## src/rtl/encrypt_pipe_gather_xor_if.sv

```systemverilog
// Byte stream bus of the encrypt gather/XOR stage: plaintext input side and
// encrypted output side, each a valid/ready pair.
interface encrypt_pipe_gather_xor_if;
  logic       in_valid;
  logic       in_ready;
  logic [7:0] din;
  logic       out_valid;
  logic       out_ready;
  logic [7:0] dout;
  logic [1:0] out_key_idx;

  modport slave (
    input  in_valid,
    input  din,
    input  out_ready,
    output in_ready,
    output out_valid,
    output dout,
    output out_key_idx
  );

  modport master (
    output in_valid,
    output din,
    output out_ready,
    input  in_ready,
    input  out_valid,
    input  dout,
    input  out_key_idx
  );
endinterface

```

## src/rtl/encrypt_pipe_gather_xor.sv

```systemverilog
// Encrypt-side XOR stage: stage 1 gathers the plaintext bits through PERM,
// stage 2 XORs with a key rotating k1 -> k2 -> k3 every rot_freq+1 bytes.
module encrypt_pipe_gather_xor #(
  parameter logic [23:0] PERM  = 24'o76543210,
  parameter int          CNT_W = 16
) (
  input  logic                   clk,
  input  logic                   rst,
  input  logic                   mode_i,
  input  logic [7:0]             k1_i,
  input  logic [7:0]             k2_i,
  input  logic [7:0]             k3_i,
  input  logic [2:0]             rot_freq_i,
  encrypt_pipe_gather_xor_if.slave bus,
  output logic [CNT_W-1:0]       byte_cnt_o
);

  localparam logic [2:0] KEY_SEL_K1 = 3'b001;
  localparam logic [2:0] KEY_SEL_K2 = 3'b010;
  localparam logic [2:0] KEY_SEL_K3 = 3'b100;

  // Output bit i takes input bit PERM[3i+2:3i].
  function automatic logic [7:0] gather(input logic [7:0] x);
    logic [7:0] r;
    r = 8'h00;
    for (int i = 0; i < 8; i++) begin
      r[i] = x[PERM[3*i +: 3]];
    end
    return r;
  endfunction

  function automatic logic [2:0] rotate(input logic [2:0] sel);
    logic [2:0] r;
    case (sel)
      KEY_SEL_K1: r = KEY_SEL_K2;
      KEY_SEL_K2: r = KEY_SEL_K3;
      KEY_SEL_K3: r = KEY_SEL_K1;
      default:    r = KEY_SEL_K1;
    endcase
    return r;
  endfunction

  function automatic logic [1:0] sel_to_idx(input logic [2:0] sel);
    logic [1:0] r;
    case (sel)
      KEY_SEL_K1: r = 2'd1;
      KEY_SEL_K2: r = 2'd2;
      KEY_SEL_K3: r = 2'd3;
      default:    r = 2'd0;
    endcase
    return r;
  endfunction

  logic             s1_v_q,     s1_v_d;
  logic [7:0]       s1_byte_q,  s1_byte_d;
  logic             s2_v_q,     s2_v_d;
  logic [7:0]       dout_q,     dout_d;
  logic [1:0]       key_idx_q,  key_idx_d;
  logic [2:0]       key_sel_q,  key_sel_d;
  logic [2:0]       rot_cnt_q,  rot_cnt_d;
  logic [CNT_W-1:0] byte_cnt_q, byte_cnt_d;

  logic       adv2_s;
  logic       in_ready_s;
  logic       accept_s;
  logic [7:0] key_s;

  // Handshake, key mux and next-state for both stages and the rotation.
  always_comb begin
    adv2_s     = s1_v_q & (~s2_v_q | bus.out_ready);
    // Gated by rst so nothing is offered upstream while held in reset.
    in_ready_s = rst & mode_i & (~s1_v_q | adv2_s);
    accept_s   = bus.in_valid & in_ready_s;

    case (key_sel_q)
      KEY_SEL_K1: key_s = k1_i;
      KEY_SEL_K2: key_s = k2_i;
      KEY_SEL_K3: key_s = k3_i;
      default:    key_s = 8'h00;
    endcase

    s1_v_d     = s1_v_q;
    s1_byte_d  = s1_byte_q;
    s2_v_d     = s2_v_q;
    dout_d     = dout_q;
    key_idx_d  = key_idx_q;
    key_sel_d  = key_sel_q;
    rot_cnt_d  = rot_cnt_q;
    byte_cnt_d = byte_cnt_q;

    if (accept_s) begin
      s1_byte_d = gather(bus.din);
      s1_v_d    = 1'b1;
    end else if (adv2_s) begin
      s1_v_d = 1'b0;
    end else begin
      s1_v_d = s1_v_q;
    end

    if (adv2_s) begin
      dout_d     = s1_byte_q ^ key_s;
      key_idx_d  = sel_to_idx(key_sel_q);
      s2_v_d     = 1'b1;
      byte_cnt_d = byte_cnt_q + {{(CNT_W-1){1'b0}}, 1'b1};
      // The drained byte keeps the current key; idle mode then restarts at k1.
      if (!mode_i) begin
        key_sel_d = KEY_SEL_K1;
        rot_cnt_d = 3'd0;
      end else if (rot_cnt_q == rot_freq_i) begin
        key_sel_d = rotate(key_sel_q);
        rot_cnt_d = 3'd0;
      end else begin
        rot_cnt_d = rot_cnt_q + 3'd1;
      end
    end else begin
      if (bus.out_ready) begin
        s2_v_d = 1'b0;
      end else begin
        s2_v_d = s2_v_q;
      end
      if (!mode_i) begin
        key_sel_d = KEY_SEL_K1;
        rot_cnt_d = 3'd0;
      end else begin
        key_sel_d = key_sel_q;
        rot_cnt_d = rot_cnt_q;
      end
    end
  end

  // Pipeline, output and rotation state registers.
  always_ff @(posedge clk or negedge rst) begin
    if (!rst) begin
      s1_v_q     <= 1'b0;
      s1_byte_q  <= 8'h00;
      s2_v_q     <= 1'b0;
      dout_q     <= 8'h00;
      key_idx_q  <= 2'd1;
      key_sel_q  <= KEY_SEL_K1;
      rot_cnt_q  <= 3'd0;
      byte_cnt_q <= {CNT_W{1'b0}};
    end else begin
      s1_v_q     <= s1_v_d;
      s1_byte_q  <= s1_byte_d;
      s2_v_q     <= s2_v_d;
      dout_q     <= dout_d;
      key_idx_q  <= key_idx_d;
      key_sel_q  <= key_sel_d;
      rot_cnt_q  <= rot_cnt_d;
      byte_cnt_q <= byte_cnt_d;
    end
  end

  assign bus.in_ready    = in_ready_s;
  assign bus.out_valid   = s2_v_q;
  assign bus.dout        = dout_q;
  assign bus.out_key_idx = key_idx_q;
  assign byte_cnt_o      = byte_cnt_q;

endmodule

```

## src/flat_wrapper.sv

```systemverilog
// flat-port wrapper written by rule: the top's interface ports become plain ports
module encrypt_pipe_gather_xor_flat 
#(
  parameter logic [23:0] PERM  = 24'o76543210,
  parameter int          CNT_W = 16
)
  (clk, rst, mode_i, k1_i, k2_i, k3_i, rot_freq_i, byte_cnt_o, bus_in_valid, bus_din, bus_out_ready, bus_in_ready, bus_out_valid, bus_dout, bus_out_key_idx);
  encrypt_pipe_gather_xor_if bus_i ();
  input  logic clk;
  input  logic rst;
  input  logic mode_i;
  input  logic [7:0] k1_i;
  input  logic [7:0] k2_i;
  input  logic [7:0] k3_i;
  input  logic [2:0] rot_freq_i;
  output logic [CNT_W-1:0] byte_cnt_o;
  input wire logic [$bits(bus_i.in_valid)-1:0] bus_in_valid;
  input wire logic [$bits(bus_i.din)-1:0] bus_din;
  input wire logic [$bits(bus_i.out_ready)-1:0] bus_out_ready;
  output wire logic [$bits(bus_i.in_ready)-1:0] bus_in_ready;
  output wire logic [$bits(bus_i.out_valid)-1:0] bus_out_valid;
  output wire logic [$bits(bus_i.dout)-1:0] bus_dout;
  output wire logic [$bits(bus_i.out_key_idx)-1:0] bus_out_key_idx;
  assign bus_i.in_valid = bus_in_valid;
  assign bus_i.din = bus_din;
  assign bus_i.out_ready = bus_out_ready;
  assign bus_in_ready = bus_i.in_ready;
  assign bus_out_valid = bus_i.out_valid;
  assign bus_dout = bus_i.dout;
  assign bus_out_key_idx = bus_i.out_key_idx;
  encrypt_pipe_gather_xor #(.PERM(PERM), .CNT_W(CNT_W)) u_core (.clk(clk), .rst(rst), .mode_i(mode_i), .k1_i(k1_i), .k2_i(k2_i), .k3_i(k3_i), .rot_freq_i(rot_freq_i), .bus(bus_i), .byte_cnt_o(byte_cnt_o));
endmodule
```

## config.mk

```make
export PLATFORM = sky130hd
export DESIGN_NAME = encrypt_pipe_gather_xor_flat
export DESIGN_NICKNAME = d
export VERILOG_FILES = /design/src/rtl/encrypt_pipe_gather_xor_if.sv /design/src/rtl/encrypt_pipe_gather_xor.sv /design/src/flat_wrapper.sv
export SDC_FILE = /design/constraint.sdc
export NUM_CORES = 1
export LEC_CHECK = 0
export CORE_UTILIZATION = 45
export CTS_CLUSTER_DIAMETER = 80
export CTS_CLUSTER_SIZE = 10
export DETAILED_ROUTE_END_ITERATION = 8
export PLACE_DENSITY = 0.74
export SLEW_MARGIN = 30
export SYNTH_ARGS = -nofsm -noshare
export SYNTH_HDL_FRONTEND = slang
export SYNTH_SLANG_ARGS = --single-unit
```

## constraint.sdc

```tcl
create_clock -name clk -period 1.7 [get_ports clk]
set_input_delay 0.425 -clock clk [delete_from_list [all_inputs] [get_ports clk]]
set_output_delay 0.425 -clock clk [all_outputs]
set_load 0.02 [all_outputs]
```

==> qor.txt <==
outcome - completed
Seq/Total Area, Yosys - 46.19%
Die ar. - 0.005358 mm^2
GRT overflow - 0
FF+latch count, synth - 42
IO buf count - 67
Tightest Hold Check Type - in2async
Multi-input gate area - 0.001129 mm^2
Simple-Gate Fraction of Synth Area - 26.39%
initial antenna violation count - 0
Die Span X - 73.20 um
setup TNS - 0 ns
switching power - 0.8837 mW
fin nets - 343
reg2reg end - u_core.bus.dout[5]$_DFFE_PN0P_
Tmin final - 1.667 ns
Post-Syn Area - 0.002281 mm^2
Setup Crit Path Kind - reg2out
crit path from - u_core.bus.dout[1]$_DFFE_PN0P_
CP top delay family - buffers and inverters
global-route wire length before repair - 8335 um
initial core utilization - 47.66%
Fillers - 400
fmax - 599.8 MHz
crit end category - output port
Comb power frac - 30.3%
Synth Area per Inst - 10.66 um^2
synthesis-to-finish area growth - 41.36%
Slowest-stage cell, CP - clkdlybuf4s50_1
FP Rows - 25
Core Footprint - 0.004786 mm^2
reg2reg start - u_core.key_sel_q[0]$_DFFE_PN1P_
CP Max Fanout - 2
DRT Wirelength - 5121 um
Hold Vio Cnt, Final - 0
Switching Fraction - 31.70%
Post-Synthesis Cells - 214
DP Cell Count - 361
max-slew violation count - 0
Boundary Pins - 68
WP data required - 1.27 ns
Iteration-0 DRC Markers - 90
Reg2Reg Depth - 4
worst-path cell chain - clkdlybuf4s50_1
Max clock buf depth - 2
Slew @ Worst Pin - 0.5247 ns
Internal Pwr Total - 1.904 mW
Critical Path Source Type - flop
Clock Latency Late Sink - 0.30 ns
power share of the clock group - 23.4%
RSZ-0062 raised after global routing - false
share of cells above drive strength 1 - 17.88%
Pleak - 1.495 nW
period utilization - 98.08%
relative slew slack - 65.02%
vias per cell - 5.176
root buffer cell - clkbuf_8
ys async rst share - 100.0%
Post-Synth XOR/XNOR Area - 7.680%
vias in the first global route - 1,743
hold buffers post-CTS - 0
Fin Hold WS - 0.2093 ns
drt wl/cell - 13.88 um
setup violators final - 0
crit path DAT - 1.24 ns
TritonCTS clock tree - built
largest net degree at the start of global routing - 43
Die Span Y - 73.20 um
EDFF count, synth - 0
Worst path max stage delay - 0.60 ns
Yosys cell types - 44
Maximum Capacitance Violations - 0
clk sink count - 42
synthesized net count - 256
Sequential cell area - 0.001054 mm^2
DRC errors left - 0
drt first pass iters - 5
largest family of logic cells by synthesized area - simple AND/OR/NAND/NOR gates
worst clock skew - 0.004930 ns
H-tree depth - 2
via count - 1,910
Worst-path clk slew - 0.08 ns
P per Cell Area - 864.6 mW/mm^2
Final Non-Filler Cells - 369
CP bufs+invs - 1
Synth Flop Type - dfrtp_1
Layout Utilization - 67.37%
WP depth - 1
Adder-Cell Fraction of Synth Area - 1.097%
DP HPWL - 3810 um
flop2flop setup slack - 0.10 ns
Synth Area in Compound Gates - 10.37%
crit path to - bus_dout[1]
cts bufs inserted - 5
Max rail drop VDD - 0.0006476 V
mux cell area share after synthesis - 3.950%
antenna-violating nets left - 0
Seq pwr share - 46.3%
Yosys warnings - 0
antenna cells - 0
gpl congestion - 0.7639
all-layer global routing usage - 20.56%
-- power groups by stage --
stage / combinational, mW / sequential (mW) / clock, mW
after global routing: 0.916 / 1.31 / 0.707
after detailed placement: 0.902 / 1.31 / 0
after global placement: 0.897 / 1.31 / 0
after CTS: 0.859 / 1.29 / 0.668
final: 0.846 / 1.29 / 0.652
after floorplan: 0.305 / 1.45 / 0
-- registers in the layout, indices dropped and copies added, names as in the netlist --
name and flops:
u_core.key_sel_q 3, u_core.s1_v_q 1, u_core.rot_cnt_q 3, u_core.bus.out_valid 1, u_core.s1_byte_q 8, u_core.bus.out_key_idx 2, u_core.byte_cnt_o 16, u_core.bus.dout 8
-- cells in the mapped netlist, types with 2 or more instances --
master,count,area [um^2]
nand2_1,17,63.81
nand3_1,6,30.03
and2_1,8,50.05
dfstp_2,2,52.55
ha_1,2,25.02
a31o_1,8,70.07
buf_2,4,20.02
xnor2_1,15,131.4
mux2_2,8,90.09
nand2b_1,2,12.51
xor2_1,5,43.79
and4_1,2,17.52
or3_1,9,56.30
buf_6,3,33.78
a21oi_1,13,65.06
nor4bb_1,8,80.08
nand3b_1,16,120.1
nor2_1,3,11.26
o31ai_1,3,22.52
nand4_1,6,37.54
dfrtp_1,40,1001
o21ai_0,11,55.05
inv_1,2,7.510
-- through the flow --
step | instance area [um^2] | setup WS, ns | power [mW]
after global routing | 3224 | 0.001521 | 2.937
after floorplan | 2281 | 0.1496 | 1.750
after detailed placement | 3138 | -0.4722 | 2.214
after CTS | 3203 | 0.004587 | 2.819
final | 3224 | 0.03272 | 2.788
after global placement | 3138 | -0.4818 | 2.207
-- placed cells by master (no fill, tap or decap), drive strengths merged, types with 9 or more instances in the layout --
cell type / instances
xnor2: 15
dfrtp: 40
nand2: 18
a21oi: 14
nand3b: 16
dlygate4sd2: 18
or3: 9
o21ai: 11
buf: 26
clkdlybuf4s50: 40
-- repair_timing --
action	in CTS	in global routing
pin swaps	1	1
gates resized for setup	23	8
setup buffers	0	0
setup endpoints to repair	18	7
-- metal layers --
layer,global-route usage (%),wire length (um),vias up
met5,0,0,-
met4,5.882,54,0
met3,4.420,248,6
met2,33.95,2499,45
met1,27.14,2319,913
li1,-,-,946
-- final cells by class --
| type | count | area share, % |
|---|---|---|
| timing repair buffer | 91 | 26.50 |
| clock inverter | 3 | 0.6597 |
| sequential | 42 | 32.67 |
| tap | 67 | 2.600 |
| multi-input combinational | 158 | 35.00 |
| inverter | 3 | 0.4269 |
| clock buffer | 5 | 2.134 |
-- cells by family (layout without fill, tap and decap cells) --
| kind of cell | Yosys count | after routing |
|---|---|---|
| AO/OA/AOI/OAI | 38 | 38 |
| multiplexers | 8 | 8 |
| adder cells (fa/ha/maj) | 2 | 2 |
| XOR/XNOR | 20 | 20 |
| flip-flops | 42 | 42 |
| AND/OR/NAND/NOR | 90 | 90 |
| buffers and inverters | 14 | 102 |
-- worst min-delay path by stage --
stage	to	cells after the start
finish	u_core.s1_byte_q[3]$_DFFE_PN0P_	2
global route	u_core.bus.out_key_idx[1]$_DFFE_PN0P_	2
CTS	u_core.byte_cnt_o[0]$_DFFE_PN0P_	2
detailed placement	u_core.byte_cnt_o[15]$_DFFE_PN0P_	1
global placement	u_core.bus.out_key_idx[0]$_DFFE_PN1P_	2
floorplan	u_core.bus.dout[0]$_DFFE_PN0P_	0
(Power assumes the default switching activity.)
